## config.mk

```make
export PLATFORM = sky130hd
export DESIGN_NAME = mem_stage
export DESIGN_NICKNAME = d
export VERILOG_FILES = /design/src/rtl/mem_stage.sv
export SDC_FILE = /design/constraint.sdc
export NUM_CORES = 1
export LEC_CHECK = 0
export BUFFER_PORTS_ARGS = -buffer_cell sky130_fd_sc_hd__buf_2
export CAP_MARGIN = 25
export CORE_MARGIN = 1
export CORE_UTILIZATION = 53
export CTS_CLUSTER_DIAMETER = 120
export CTS_CLUSTER_SIZE = 25
export DETAILED_ROUTE_END_ITERATION = 6
export PLACE_DENSITY = 0.86
export SYNTH_ARGS = -nofsm -noshare
export SYNTH_HDL_FRONTEND = slang
export SYNTH_SLANG_ARGS = --single-unit
```

## constraint.sdc

```tcl
create_clock -name clk -period 12.6 [get_ports clk]
set_input_delay 1.89 -clock clk [delete_from_list [all_inputs] [get_ports clk]]
set_output_delay 1.89 -clock clk [all_outputs]
set_load 0.02 [all_outputs]
```

## src/rtl/mem_stage.sv

```systemverilog
// rtl/mem_stage.sv - RV32I MEM stage: req/ack data-memory access FSM, lane formatting, MEM/WB register.
// Optional MEM_MISALIGN_TRAP_EN: suppress misaligned accesses and retire them without a register write.
module mem_stage (
   input  logic        clk,
   input  logic        rst,
   input  logic        m_valid,
   input  logic        m_mem_read,
   input  logic        m_mem_write,
   input  logic [1:0]  m_mem_size,
   input  logic        m_mem_unsigned,
   input  logic [31:0] m_alu_out,
   input  logic [31:0] m_mem_data,
   input  logic [31:0] m_pc_inc,
   input  logic [1:0]  m_wb_sel,
   input  logic [4:0]  m_rd,
   input  logic        m_reg_write,
   output logic [31:0] m_forward_data,
   output logic        dmem_req,
   output logic        dmem_we,
   output logic [31:0] dmem_addr,
   output logic [3:0]  dmem_be,
   output logic [31:0] dmem_wdata,
   input  logic        dmem_ack,
   input  logic [31:0] dmem_rdata,
   output logic        mem_stall,
   output logic        mem_misalign,
   output logic        w_valid,
   output logic        w_reg_write,
   output logic [4:0]  w_rd,
   output logic [31:0] w_data
);

   typedef enum logic [1:0] {IDLE, BUSY, DONE} state_t;

   state_t      state_q, state_d;
   logic [29:0] addr_q, addr_d;
   logic [31:0] wdata_q, wdata_d;
   logic [3:0]  be_q, be_d;
   logic        we_q, we_d;
   logic [1:0]  lo_q, lo_d;
   logic [1:0]  size_q, size_d;
   logic        uns_q, uns_d;
   logic [31:0] ld_q, ld_d;
   logic        w_valid_q, w_valid_d;
   logic        w_reg_write_q, w_reg_write_d;
   logic [4:0]  w_rd_q, w_rd_d;
   logic [31:0] w_data_q, w_data_d;

   logic        is_mem;
   logic        issue;
   logic        trap;
   logic [3:0]  st_be;
   logic [31:0] st_wdata;
   logic [7:0]  ld_byte;
   logic [15:0] ld_half;
   logic [31:0] ld_fmt;

   assign is_mem = m_mem_read | m_mem_write;

`ifdef MEM_MISALIGN_TRAP_EN
   logic misaligned;
   assign misaligned = ((m_mem_size == 2'b01) & m_alu_out[0]) |
                       (m_mem_size[1] & (m_alu_out[1:0] != 2'b00));
   assign trap  = (state_q == IDLE) & m_valid & is_mem & misaligned;
   assign issue = m_valid & is_mem & ~misaligned;
`else
   assign trap  = 1'b0;
   assign issue = m_valid & is_mem;
`endif

   assign mem_misalign   = trap;
   assign m_forward_data = (m_wb_sel == 2'b10) ? m_pc_inc : m_alu_out;

   // Store lane steering; size 11 falls through to word.
   always_comb begin
      st_be    = 4'b1111;
      st_wdata = m_mem_data;
      case (m_mem_size)
         2'b00: begin
            st_be    = 4'b0001 << m_alu_out[1:0];
            st_wdata = {4{m_mem_data[7:0]}};
         end
         2'b01: begin
            st_be    = m_alu_out[1] ? 4'b1100 : 4'b0011;
            st_wdata = {2{m_mem_data[15:0]}};
         end
         default: begin
            st_be    = 4'b1111;
            st_wdata = m_mem_data;
         end
      endcase
   end

   // Load lane select uses the address bits latched at issue.
   always_comb begin
      ld_byte = dmem_rdata[7:0];
      case (lo_q)
         2'b00:   ld_byte = dmem_rdata[7:0];
         2'b01:   ld_byte = dmem_rdata[15:8];
         2'b10:   ld_byte = dmem_rdata[23:16];
         default: ld_byte = dmem_rdata[31:24];
      endcase
      ld_half = lo_q[1] ? dmem_rdata[31:16] : dmem_rdata[15:0];
      case (size_q)
         2'b00:   ld_fmt = {{24{ld_byte[7] & ~uns_q}}, ld_byte};
         2'b01:   ld_fmt = {{16{ld_half[15] & ~uns_q}}, ld_half};
         default: ld_fmt = dmem_rdata;
      endcase
   end

   always_comb begin
      state_d   = state_q;
      addr_d    = addr_q;
      wdata_d   = wdata_q;
      be_d      = be_q;
      we_d      = we_q;
      lo_d      = lo_q;
      size_d    = size_q;
      uns_d     = uns_q;
      ld_d      = ld_q;
      mem_stall = 1'b0;
      dmem_req  = 1'b0;
      case (state_q)
         IDLE: begin
            if (issue) begin
               addr_d    = m_alu_out[31:2];
               lo_d      = m_alu_out[1:0];
               size_d    = m_mem_size;
               uns_d     = m_mem_unsigned;
               we_d      = m_mem_write;
               be_d      = m_mem_write ? st_be : 4'b1111;
               wdata_d   = m_mem_write ? st_wdata : 32'h0;
               mem_stall = 1'b1;
               state_d   = BUSY;
            end
         end
         BUSY: begin
            dmem_req  = 1'b1;
            mem_stall = 1'b1;
            if (dmem_ack) begin
               ld_d    = ld_fmt;
               state_d = DONE;
            end
         end
         DONE: begin
            state_d = IDLE;
         end
         default: begin
            state_d = IDLE;
         end
      endcase
   end

   always_comb begin
      w_valid_d     = mem_stall ? 1'b0 : m_valid;
      w_reg_write_d = mem_stall ? 1'b0 : (m_reg_write & m_valid & ~trap);
      w_rd_d        = m_rd;
      case (m_wb_sel)
         2'b01:   w_data_d = ld_q;
         2'b10:   w_data_d = m_pc_inc;
         default: w_data_d = m_alu_out;
      endcase
   end

   always_ff @(posedge clk or posedge rst) begin
      if (rst) begin
         state_q       <= IDLE;
         addr_q        <= 30'h0;
         wdata_q       <= 32'h0;
         be_q          <= 4'h0;
         we_q          <= 1'b0;
         lo_q          <= 2'b00;
         size_q        <= 2'b00;
         uns_q         <= 1'b0;
         ld_q          <= 32'h0;
         w_valid_q     <= 1'b0;
         w_reg_write_q <= 1'b0;
         w_rd_q        <= 5'h0;
         w_data_q      <= 32'h0;
      end else begin
         state_q       <= state_d;
         addr_q        <= addr_d;
         wdata_q       <= wdata_d;
         be_q          <= be_d;
         we_q          <= we_d;
         lo_q          <= lo_d;
         size_q        <= size_d;
         uns_q         <= uns_d;
         ld_q          <= ld_d;
         w_valid_q     <= w_valid_d;
         w_reg_write_q <= w_reg_write_d;
         w_rd_q        <= w_rd_d;
         w_data_q      <= w_data_d;
      end
   end

   assign dmem_we     = we_q;
   assign dmem_addr   = {addr_q, 2'b00};
   assign dmem_be     = be_q;
   assign dmem_wdata  = wdata_q;
   assign w_valid     = w_valid_q;
   assign w_reg_write = w_reg_write_q;
   assign w_rd        = w_rd_q;
   assign w_data      = w_data_q;

endmodule

```

==> metrics <==
run status finished, final reports clean; Max Fclk 178 MHz; largest family of logic cells by synthesized area compound AO/OA/AOI/OAI gates; count of cell instances traversed by the critical path 6; kind of path behind the tightest hold check reg -> reg; Worst Reg2Reg Path Length in Cells 5; Final setup viols 0; CP cell instances buf_2 -> inv_1 -> ha_2 -> buf_4 -> mux2_2 -> buf_2; Critical Path Most Common Cell buf_2; combined area of all synthesized cells 0.00731 mm2; # port buffers 284; share of layout cells above drive strength 1 44.1%; fraction of the core area covered by cells at the end of the flow 69.8%; global route total overflow 0; Crit Path Max Fanout 40; H-tree Lvls 4; number of hold-slack violations in the final timing report 0; Core Region between 0.01 and 0.015 mm2; vias post-DR 6613; Total Routed Length between 20000 and 25000 um; buffer and inverter count on the worst path 4; warning count from the yosys run 0; Crit Path Class in -> out; xor/xnor cell area share of the yosys netlist 0%; sequential fraction of the synthesis area 49.6%; global-route wire length before repair 33000 um; power density cells 199 mW/mm2; critical hold path startpoint dmem_wdata[11]$_DFFE_PP0P_; top cell family by delay on the critical path buffers and inverters; filler cell count 996; Die Footprint 0.0143 mm2; CTS Hold Buffers Added 0; area share of fa/ha/maj cells after synthesis 0.342%; average cell area after synthesis 10.4 um2; total number of clock tree sinks roughly 150; maximum count of clock buffers along a single path 2; Detailed Place HPWL 14700 um; drt first pass iters 7; remaining max-slew budget at the tightest pin 32.3%; RSZ-0062 raised after global routing false; mean routed wirelength per cell 18.6 um; Final ANT Viol Nets 0; maximum number of pins on one net before global-route repair 84; Setup Total Neg Slack 0 ns; CP max stage cell ha_2; Via-to-Cell Ratio 5.80; clock skew around 0.016 ns; number of antenna violations at the first check in global routing 2; clk root buf clkbuf_16; maximum capacitance violations 0; number of unique standard cell types used by synthesis 41; total clock buffers created by CTS 17; post-synthesis instance total 704; portion of netlist area occupied by mux cells 16.3%; Post-CTS Setup Repair Bufs 0; launch point of the worst path m_wb_sel[0]; count of routing violations after the opening detailed-route iteration between 400 and 500; chip width approximately 120 um; number of global-route vias before repair around 6400; TritonCTS clock tree done; Final Slew Violations 0; area fraction in compound gates after synthesis between 10% and 20%; highest cell delay on the worst timing path around 0.57 ns; worst ir drop on vdd 0.0946 mV; standard-cell rows 42; Final #Nets 1098; Resized cells post-CTS 0; basic-gate share of the synthesized area counting and, or, nand and nor cells 11.1%; Worst Path Arrival 3.73 ns; Chip Height 119 um; Data required, critical path 10.71 ns; Total Routing Usage GR roughly 30%; ratio of final minimum period to clock period 44.6%; endpoint class of the critical path primary output; insertion delay of the later-clocked pin in the worst-skew pair around 0.43 ns; #FFs+latches synth 145; final critical delay including setup and external delays 5.62 ns; clock-pin slew of the registers on the worst-case setup and hold paths 0.06 ns; total I/O pin count approximately 290; category of the worst setup path launch point input pin; Pleak 4.54 nW; final weighted congestion of routability-driven global placement 0.852; Reg2Reg Launch Point state_q[1]$_DFFE_PP0P_; remaining design rule violation count 0; Total Power Consumption 0.00186 W; initial core utilization a little over half; hold-critical path depth 2; Layout Area Growth over Synthesis 27.4%; Worst Max-Slew Pin Slew 1.02 ns
-- worst register-to-register path: cells and delay by family (launching register included) --
kind | cells | cell delay, ns
and+or+nand+nor | 2 | 1.00
DFF | 1 | 0.42
AOI/OAI and AO/OA | 2 | 0.58
buffers and inverters | 1 | 0.74
-- path summary, 6_finish.rpt --
kind,to,slack [ns]
worst min-delay path,dmem_wdata[11]$_DFFE_PP0P_,0.47
min in group asynchronous,w_rd[4]$_DFF_PP0_,1.61
worst max register to register,ld_q[8]$_DFFE_PP0P_,9.72
max in group asynchronous,w_data[2]$_DFF_PP0_,9.66
worst min register to register,dmem_wdata[11]$_DFFE_PP0P_,0.47
worst max-delay path,m_forward_data[4],6.98
-- layout by cell type, fill, tap and decap left out, drive strengths merged, types with 2 or more instances in the layout --
| cell | count |
|---|---|
| a21oi | 39 |
| a22oi | 31 |
| a31oi | 14 |
| and2 | 2 |
| buf | 290 |
| bufinv | 5 |
| clkbuf | 20 |
| clkinv | 3 |
| clkinvlp | 3 |
| conb | 3 |
| dfrtp | 145 |
| ha | 2 |
| inv | 6 |
| mux2 | 92 |
| nand2 | 112 |
| nand2b | 7 |
| nand3 | 7 |
| nand3b | 9 |
| nor2 | 11 |
| nor2b | 19 |
| nor3 | 6 |
| o211ai | 10 |
| o21ai | 92 |
| o221a | 6 |
| o31ai | 17 |
-- where the power goes --
group	internal (W)	leakage, nW	switching, W
Sequential	0.000608	1.76	0.000108
Combinational	0.000253	2.48	0.000351
Clock	0.000349	0.296	0.000188
-- per-stage QoR --
step	area (um2)	setup WS, ns	hold slack (ns)	instances
finish	9320	6.98	0.473	1140
global route	9320	6.89	0.495	1140
CTS	9320	6.97	0.476	1139
detailed placement	8690	6.98	0.463	1108
global placement	8690	7.02	0.455	1108
floorplan	7320	6.82	0.465	706
-- registers in the layout, summed over array words and instances, names as in the netlist, 4 cells and up --
register	cells
addr_q	30
dmem_be	4
dmem_wdata	32
ld_q	32
w_data	32
w_rd	5
-- layout make-up --
cell class                      count  area (um2)  share of cell area [%]
Multi-Input combinational cell    491        3350                    36.0
Sequential cell                   145        3630                    38.9
Tap cell                          176         220                    2.36
Antenna cell                        1        2.50                  0.0268
Inverter                            6        27.5                   0.295
Clock buffer                       20         437                    4.68
Clock inverter                     11         188                    2.01
Timing Repair Buffer              290        1470                    15.7
-- synth_stat cells --
cell      instances  area, um2
a221oi_1          1       8.76
a22oi_1          31        233
ha_1              2       25.0
or2_2             1       6.26
nor3_1            6       30.0
a21oi_1          38        190
o21a_1            1       7.51
o211ai_1         10       75.1
o31ai_1          17        128
nand3_1           7       35.0
buf_6             6       67.6
a21o_1            1       7.51
buf_2            18       90.1
a31oi_1          14       87.6
o221a_2           6       67.6
mux4_2            1       22.5
o21ai_1          11       55.1
buf_4             5       37.5
o221ai_1          1       8.76
clkbuf_1         35        131
o21ai_0          81        405
and3_1            1       6.26
o21bai_1          1       7.51
nand3b_2          2       22.5
nor2b_1          19        119
inv_1             6       22.5
a21oi_2           1       8.76
conb_1            1       3.75
nor2_1           10       37.5
and2_1            2       12.5
nor2_2            1       6.26
nor3b_1           1       7.51
mux2_4           36        541
nand4b_1          1       8.76
nand3b_1          7       52.6
nand2_1         112        420
dfrtp_1         145       3630
nand2b_1          7       43.8
mux2_2           56        631
or3_1             1       6.26
a32o_1            1       10.0
-- metal layers --
layer  vias up  GRT usage (%)  share of wire (%)
li1       3000              -                  -
met1      3201           35.8                 38
met2       352           51.3                 50
met3        58           7.47                7.7
met4         2           14.5                3.7
met5         -              0              0.080
-- kinds of logic after synthesis --
family,count (synthesis)
flip-flops,145
AO/OA/AOI/OAI,215
AND/OR/NAND/NOR,178
buffers and inverters,70
adder cells (fa/ha/maj),2
other,1
multiplexers,93
Note: power is estimated with default switching activity, not from simulation.
